### src/rtl/attex_bus_sequencer.sv
// Registered bus-cycle controller between the SCC68070 and the ATTEX peripherals.
// Define ATTEX_BUS_TIMEOUT_EN to end unanswered target cycles with a timeout bus error.
module attex_bus_sequencer #(
  parameter int unsigned TIMEOUT_CYCLES = 255
) (
  input  logic        clk30,
  input  logic        reset,
  input  logic        as,
  input  logic        uds,
  input  logic        lds,
  input  logic        write_strobe,
  input  logic [23:1] addr,
  input  logic        iack4,
  input  logic        ack_mcd,
  input  logic        ack_cdic,
  input  logic        ack_slave,
  input  logic        ack_mk48,
  input  logic [15:0] dout_mcd,
  input  logic [15:0] dout_cdic,
  input  logic [7:0]  dout_slave,
  input  logic [7:0]  dout_mk48,
  output logic        cs_mcd,
  output logic        cs_dvc,
  output logic        cs_cdic,
  output logic        cs_slave,
  output logic        cs_mk48,
  output logic        bus_ack,
  output logic        bus_err,
  output logic [15:0] data_in,
  output logic [23:0] err_addr,
  output logic        err_timeout
);

  if (TIMEOUT_CYCLES < 2 || TIMEOUT_CYCLES > 65536) begin : g_bad_timeout
    $error("TIMEOUT_CYCLES must lie in [2, 65536]");
  end

  typedef enum logic [2:0] {
    S_IDLE, S_DECODE, S_WAIT_ACK, S_DONE, S_FAULT, S_HOLD
  } state_e;

  typedef enum logic [2:0] {
    R_OPEN, R_ERR, R_MCD, R_DVC, R_CDIC, R_SLAVE, R_MK48
  } region_e;

  typedef struct packed {
    logic mcd;
    logic dvc;
    logic cdic;
    logic slave;
    logic mk48;
  } cs_t;

  state_e      state, state_next;
  region_e     region;
  cs_t         cs_q, cs_next;
  logic [23:0] a_q;
  logic        wr_q, uds_q, lds_q;
  logic        bus_ack_next, bus_err_next, err_timeout_next;
  logic [15:0] data_in_next;
  logic [23:0] err_addr_next;
  logic        sel_ack;
  logic [15:0] sel_data;
  logic        timeout_hit;

  // Address decode on the latched byte address; earlier branches win.
  always_comb begin
    region = R_OPEN;
    if (((a_q >= 24'h080000 && a_q < 24'h200000) ||
         (a_q >= 24'h500000 && a_q < 24'hd00000) ||
         (a_q >= 24'hf00000)) && (uds_q || lds_q))
      region = R_ERR;
    else if (a_q[23:16] == 8'h30)
      region = R_CDIC;
    else if (a_q[23:16] == 8'h31)
      region = R_SLAVE;
    else if (a_q[23:16] == 8'h32)
      region = R_MK48;
    else if (a_q[23:20] == 4'hd || a_q[23:19] == 5'b11101)
      region = R_DVC;
    else if ((a_q <= 24'h27ffff || a_q >= 24'h400000) && !a_q[23])
      region = R_MCD;
  end

  // MCD212 and DVC RAM share one acknowledge and data path; byte targets drive both lanes.
  always_comb begin
    sel_ack  = 1'b0;
    sel_data = 16'h0000;
    if (cs_q.mcd || cs_q.dvc) begin
      sel_ack  = ack_mcd;
      sel_data = dout_mcd;
    end else if (cs_q.cdic) begin
      sel_ack  = ack_cdic;
      sel_data = dout_cdic;
    end else if (cs_q.slave) begin
      sel_ack  = ack_slave;
      sel_data = {dout_slave, dout_slave};
    end else if (cs_q.mk48) begin
      sel_ack  = ack_mk48;
      sel_data = {dout_mk48, dout_mk48};
    end
  end

`ifdef ATTEX_BUS_TIMEOUT_EN
  localparam logic [15:0] TIMEOUT_LAST = 16'(TIMEOUT_CYCLES - 1);

  logic [15:0] wait_cnt;

  // Held at zero outside WAIT_ACK so every entry starts counting from zero.
  always_ff @(posedge clk30) begin
    if (reset || state != S_WAIT_ACK)
      wait_cnt <= '0;
    else if (wait_cnt != 16'hffff)
      wait_cnt <= wait_cnt + 16'd1;
  end

  assign timeout_hit = (wait_cnt == TIMEOUT_LAST);
`else
  assign timeout_hit = 1'b0;
`endif

  // NOTE: every signal gets a default before the case so no latch is inferred.
  always_comb begin
    state_next       = state;
    cs_next          = '0;
    bus_ack_next     = 1'b0;
    bus_err_next     = 1'b0;
    data_in_next     = data_in;
    err_addr_next    = err_addr;
    err_timeout_next = err_timeout;
    unique case (state)
      S_IDLE: begin
        if (as) state_next = S_DECODE;
      end
      S_DECODE: begin
        if (!as) begin
          state_next = S_IDLE;
        end else if (iack4) begin
          state_next   = S_DONE;
          bus_ack_next = 1'b1;
          if (!wr_q) data_in_next = dout_cdic;
        end else begin
          unique case (region)
            R_ERR: begin
              state_next       = S_FAULT;
              bus_err_next     = 1'b1;
              err_addr_next    = a_q;
              err_timeout_next = 1'b0;
            end
            R_OPEN: begin
              state_next   = S_DONE;
              bus_ack_next = 1'b1;
              if (!wr_q) data_in_next = 16'h0000;
            end
            R_MCD:   begin cs_next.mcd   = 1'b1; state_next = S_WAIT_ACK; end
            R_DVC:   begin cs_next.dvc   = 1'b1; state_next = S_WAIT_ACK; end
            R_CDIC:  begin cs_next.cdic  = 1'b1; state_next = S_WAIT_ACK; end
            R_SLAVE: begin cs_next.slave = 1'b1; state_next = S_WAIT_ACK; end
            R_MK48:  begin cs_next.mk48  = 1'b1; state_next = S_WAIT_ACK; end
            default: state_next = S_IDLE;
          endcase
        end
      end
      S_WAIT_ACK: begin
        if (!as) begin
          state_next = S_IDLE;
        end else if (sel_ack) begin
          state_next   = S_DONE;
          bus_ack_next = 1'b1;
          if (!wr_q) data_in_next = sel_data;
        end else if (timeout_hit) begin
          state_next       = S_FAULT;
          bus_err_next     = 1'b1;
          err_addr_next    = a_q;
          err_timeout_next = 1'b1;
        end else begin
          cs_next = cs_q;
        end
      end
      S_DONE, S_FAULT: state_next = S_HOLD;
      S_HOLD: begin
        if (!as) state_next = S_IDLE;
      end
      default: state_next = S_IDLE;
    endcase
  end

  // NOTE: sequential state uses non-blocking assignments so all registers update together.
  always_ff @(posedge clk30) begin
    if (reset) begin
      state       <= S_IDLE;
      cs_q        <= '0;
      bus_ack     <= 1'b0;
      bus_err     <= 1'b0;
      data_in     <= 16'h0000;
      err_addr    <= 24'h000000;
      err_timeout <= 1'b0;
      a_q         <= 24'h000000;
      wr_q        <= 1'b0;
      uds_q       <= 1'b0;
      lds_q       <= 1'b0;
    end else begin
      state       <= state_next;
      cs_q        <= cs_next;
      bus_ack     <= bus_ack_next;
      bus_err     <= bus_err_next;
      data_in     <= data_in_next;
      err_addr    <= err_addr_next;
      err_timeout <= err_timeout_next;
      if (state == S_IDLE && as) begin
        a_q   <= {addr, 1'b0};
        wr_q  <= write_strobe;
        uds_q <= uds;
        lds_q <= lds;
      end
    end
  end

  assign cs_mcd   = cs_q.mcd;
  assign cs_dvc   = cs_q.dvc;
  assign cs_cdic  = cs_q.cdic;
  assign cs_slave = cs_q.slave;
  assign cs_mk48  = cs_q.mk48;

endmodule

### config.mk
export PLATFORM = sky130hd
export DESIGN_NAME = attex_bus_sequencer
export DESIGN_NICKNAME = d
export VERILOG_FILES = /design/src/rtl/attex_bus_sequencer.sv
export SDC_FILE = /design/constraint.sdc
export NUM_CORES = 1
export LEC_CHECK = 0
export ABC_CLOCK_PERIOD_IN_PS = 4000
export CORE_MARGIN = 2
export CORE_UTILIZATION = 49
export DETAILED_ROUTE_END_ITERATION = 6
export PLACE_DENSITY = 0.95
export SETUP_SLACK_MARGIN = 0.15
export SYNTH_ARGS = -nofsm -noshare
export SYNTH_HDL_FRONTEND = slang
export SYNTH_SLANG_ARGS = --single-unit
export TNS_END_PERCENT = 50
### constraint.sdc
create_clock -name clk30 -period 4 [get_ports clk30]
set_input_delay 0.8 -clock clk30 [delete_from_list [all_inputs] [get_ports clk30]]
set_output_delay 0.8 -clock clk30 [all_outputs]
set_load 0.03 [all_outputs]
; ---- After elaboration in Yosys (flattened, before gate mapping)
; Cells that the tools add are included.
[totals]
regBits = 75
inputBits = 82
output_inout_bits = 48
[classes]
n_reduce_logical = 21
order_cmp = 7
mux = 48
bitwise_logic = 3
eq_ne = 25
[ops]
columns = op, n
row1 = 16-bit 2-to-1 mux, 12
row2 = 24-bit by 23-bit >= comparator with 1-bit output (second input constant), 2
row3 = 16-bit one-hot mux with 2 select lines, 1
row4 = 3-bit 2-to-1 mux, 10
row5 = 8-bit by 6-bit equality test with 1-bit output (second input constant), 3
row6 = 24-bit by 20-bit >= comparator with 1-bit output (second input constant), 1
row7 = 24-bit >= comparator (second input constant), 1
row8 = 24-bit by 22-bit <= comparator with 1-bit output (second input constant), 1
row9 = 24-bit by 22-bit < comparator with 1-bit output (second input constant), 1
row10 = 24-bit < comparator (second input constant), 1
row11 = 5-bit 2-to-1 mux, 4
row12 = 3-bit equality test (second input constant), 5
row13 = 1-bit 2-to-1 mux, 15
row14 = 3-bit one-hot mux with 5 select lines, 1
row15 = 2-bit != test (second input constant), 7
row16 = 3-bit by 2-bit equality test with 1-bit output (second input constant), 4
row17 = 5-bit one-hot mux with 2 select lines, 1
row18 = 3-bit one-hot mux with 3 select lines, 1
row19 = 7-bit AND reduction, 1
row20 = 3-bit by 1-bit equality test with 1-bit output (second input constant), 2
row21 = 3-bit logical NOT, 2
row22 = 1-bit logical OR, 6
row23 = 5-bit equality test (second input constant), 1
row24 = 1-bit logical AND, 5
row25 = other kinds (13), 16

; ---- Logic depth before layout (Yosys ltp)
[logic_depth]
ltp_word = 15
ltp_mapped = 10
depth_no_buf = 6

; ---- Worst setup path after synthesis
; Ideal clock, no wire load.
[synth_timing]
path_type = input -> register
startpoint = input port ack_slave
endpoint = register data_in[4]
t_required_ns = 3.912
t_arrival_ns = 2.412
path_stages = 7
setup_slack_ns = 1.500
setup_ns = 0.088
path_cell_list = a21oi_1 > a2111oi_4 > o21ai_2 > a2111oi_4 > buf_6 > a21oi_1 > a311oi_2
[synth_via]
elab_chain_cells = 5
[synth_lines]
columns = element, line
row1 = from (decl), 16  ; input logic ack_slave,
row2 = 1-bit 2-to-1 mux, 95  ; end else if (cs_q.slave) begin
row3 = 1-bit 2-to-1 mux, 92  ; end else if (cs_q.cdic) begin
row4 = 1-bit 2-to-1 mux, 89  ; if (cs_q.mcd || cs_q.dvc) begin
row5 = 2-bit != test (no source line), -
row6 = 7-bit AND reduction (no source line), -
row7 = to (signal assigned), 207  ; data_in <= data_in_next;
row8 = to (decl), 29  ; output logic [15:0] data_in,
; Every way passes these cells.
; A chain may end at the register's enable or synchronous reset.

; ---- Worst setup path after layout
[layout_timing]
startpoint = input port ack_slave
endpoint = register data_in[12]
; The elaborated chain is that of the path after synthesis.

==> flow_metrics.tcl <==
set metrics [dict create \
    slew_viol_final 0 \
    initial_core_util_pct 50.7 \
    avgSynthCellArea_um2 8.21 \
    cts_tree "yes" \
    max_slew.worst_pin.slew_ns 0.908 \
    setup_tns_ns 0 \
    ir_drop_v 0.000211 \
    clock_sinks 75 \
    synth.distinct_cells 49 \
    postCtsSetupBuffers 0 \
    grt_pass1_wl_um 16700 \
    synth_top_family_by_area "compound AO/OA/AOI/OAI gates" \
    cp_data_arrival_time_ns 3.16 \
    cts-root-buf "clkbuf_8" \
    totalWireLength_um 10500 \
    worstSetupPathType "in -> reg" \
    synthXorXnorAreaFrac_pct 0.238 \
    gr-total-overflow 0 \
    synth_seq_cells 75 \
    place.gp.congestion 0.918 \
    synthCells 448 \
    cts_hold_buffers 0 \
    dp.cells 642 \
    synthSimpleGateAreaFrac_pct 20.1 \
    clock_latency_ns 0.35 \
    num-nets-final 636 \
    skew_ns 0.0151 \
    drv_cap 0 \
    die_y_um 90.7 \
    row_count 31 \
    area_growth_pct 39.3 \
    grt_max_degree 43 \
    setup_viol 0 \
    final_cells 658 \
    antenna_cells 0 \
    cts_buffers 9 \
    synthMuxAreaShare_pct 6.26 \
    cp.required_ns 4.24 \
    dr.pass1.iters 5 \
    power_density_nw_per_um2 359 \
    cts_max_level 3 \
    drt_iter0_drc 249 \
    synthArstFlopShare_pct 0 \
    max_freq_mhz 343 \
    port_buffers 127 \
    die_w_um 90.7 \
    yosys_warnings 0 \
    ios 130 \
    slew-limit-headroom_pct 39.5 \
    gr-usage-all-layers_pct 25.1 \
    cts.clk_slew.worst_paths_ns 0.07 \
    status "finished clean" \
    core_um2 7250 \
    grt_pass1_vias 3509 \
    crit_path_end_kind "register" \
    hold_path_class "reg -> reg" \
    fillCellCount 563 \
    cts_resized 0 \
    critPathMaxFanout 32 \
    ant_nets 0 \
    vias 3734 \
    synth_area_um2 3680 \
    synth_ff_type "dfxtp_1" \
    finalPower_mw 1.84 \
    startpoint_type "input pin" \
    hpwl_um 7550 \
    wl_per_cell_um 16.0 \
    final_hold_viol_count 0 \
    p_leak_nw 1.77 \
    drive_above_1_share_pct 7.69 \
    cts_buffer_depth 2 \
    die_area_um2 8220 \
    rsz0062_at_grt "no" \
    remaining_drc_errors 0 \
    synthAdderAreaFrac_pct 0 \
    antenna_found_initial 0 \
    synth-compound-area-share_pct 26.0 \
    min_period_ns 2.92 \
    period_share_pct 72.9 \
    synth_seq_area_share_pct 40.8 \
    via_per_inst 5.67 \
    synth_edf_count 0 \
]
-- synthesized netlist by cell type (all sizes together), types with 4 or more instances --
| cell type | instances | area (um2) |
|---|---|---|
| dfxtp | 75 | 1500 |
| inv | 5 | 18.8 |
| a22oi | 10 | 75.1 |
| nor3 | 6 | 30.0 |
| nand2 | 56 | 210 |
| a311oi | 16 | 146 |
| o21ai | 24 | 124 |
| nor2b | 23 | 144 |
| clkbuf | 27 | 101 |
| mux2i | 23 | 230 |
| a21oi | 76 | 414 |
| nor2 | 52 | 195 |
| buf | 12 | 119 |
| nand2b | 4 | 25.0 |
-- metal layers --
layer	part of all wire, %	global-route usage, %	wire, um
met1	39	30.0	4110
met3	7.7	5.09	807
met5	0	0	0
met2	50	43.2	5240
met4	3.3	11.7	346
-- kinds of logic after synthesis --
| logic type | Yosys count |
|---|---|
| and+or+nand+nor | 159 |
| AOI/OAI and AO/OA | 145 |
| DFF | 75 |
| buffers and inverters | 44 |
| muxes | 23 |
| xor gates and xnor gates | 1 |
| other | 1 |
-- state kept, by name, indices dropped and copies added (netlist names) --
signal / cells
a_q: 23
bus_ack: 1
bus_err: 1
cs_cdic: 1
cs_dvc: 1
cs_mcd: 1
cs_mk48: 1
cs_slave: 1
data_in: 16
err_addr: 23
lds_q: 1
state: 3
uds_q: 1
wr_q: 1
-- path summary, 6_finish.rpt --
| path | from | to | slack (ns) | cells past startpoint |
|---|---|---|---|---|
| worst min register to register | a_q[7] | a_q[7] | 0.46 | 2 |
| worst max-delay path | ack_slave | data_in[12] | 1.08 | 8 |
| worst max register to register | cs_slave | data_in[12] | 1.23 | 7 |
| worst min-delay path | a_q[7] | a_q[7] | 0.46 | 2 |
-- worst max-delay path, stage by stage --
cell	delay [ns]
clkdlybuf4s50_1	0.46
a21oi_1	0.12
a2111oi_4	0.45
o21ai_2	0.14
a2111oi_4	0.35
buf_4	0.39
a21oi_1	0.16
a311oi_1	0.27
-- power by group --
group	switching (mW)	internal, mW	leakage, nW
sequential	0.0462	0.791	0.610
clock	0.272	0.357	0.116
combinational	0.195	0.181	1.04
total	0.514	1.33	1.77
-- per-stage QoR --
step           utilization, %  worst slack (ns)  hold slack (ns)  area (um2)
2_1_floorplan               -              1.50            0.436        3680
3_3_place_gp             67.6             0.859            0.442        4900
3_5_place_dp             67.6             0.780            0.450        4900
4_1_cts                  70.7              1.11            0.461        5130
5_1_grt                  70.7             0.926            0.475        5130
6_report                 70.7              1.08            0.460        5130
-- area by class of cell --
| class | instances | area, um2 | area share [%] |
|---|---|---|---|
| tap | 99 | 124 | 2.42 |
| clock inverter | 3 | 43.8 | 0.854 |
| clock buffer | 13 | 179 | 3.49 |
| inverter | 5 | 18.8 | 0.366 |
| timing repair buffer | 133 | 1310 | 25.6 |
| multi-input combinational | 330 | 1950 | 38.0 |
| sequential | 75 | 1500 | 29.3 |
-- placed cells by master, fill, tap and decap left out, types with 4 or more instances in the layout --
cell / instances
a21oi_1: 67
nor2b_1: 23
nand2b_1: 4
a22oi_1: 10
dfxtp_1: 75
nor2_1: 52
nand2_1: 56
inv_1: 5
a311oi_1: 15
clkdlybuf4s50_1: 126
nor3_1: 5
o21ai_0: 22
a21oi_2: 9
buf_4: 6
mux2i_1: 23
clkbuf_8: 13
(Power assumes the default switching activity.)
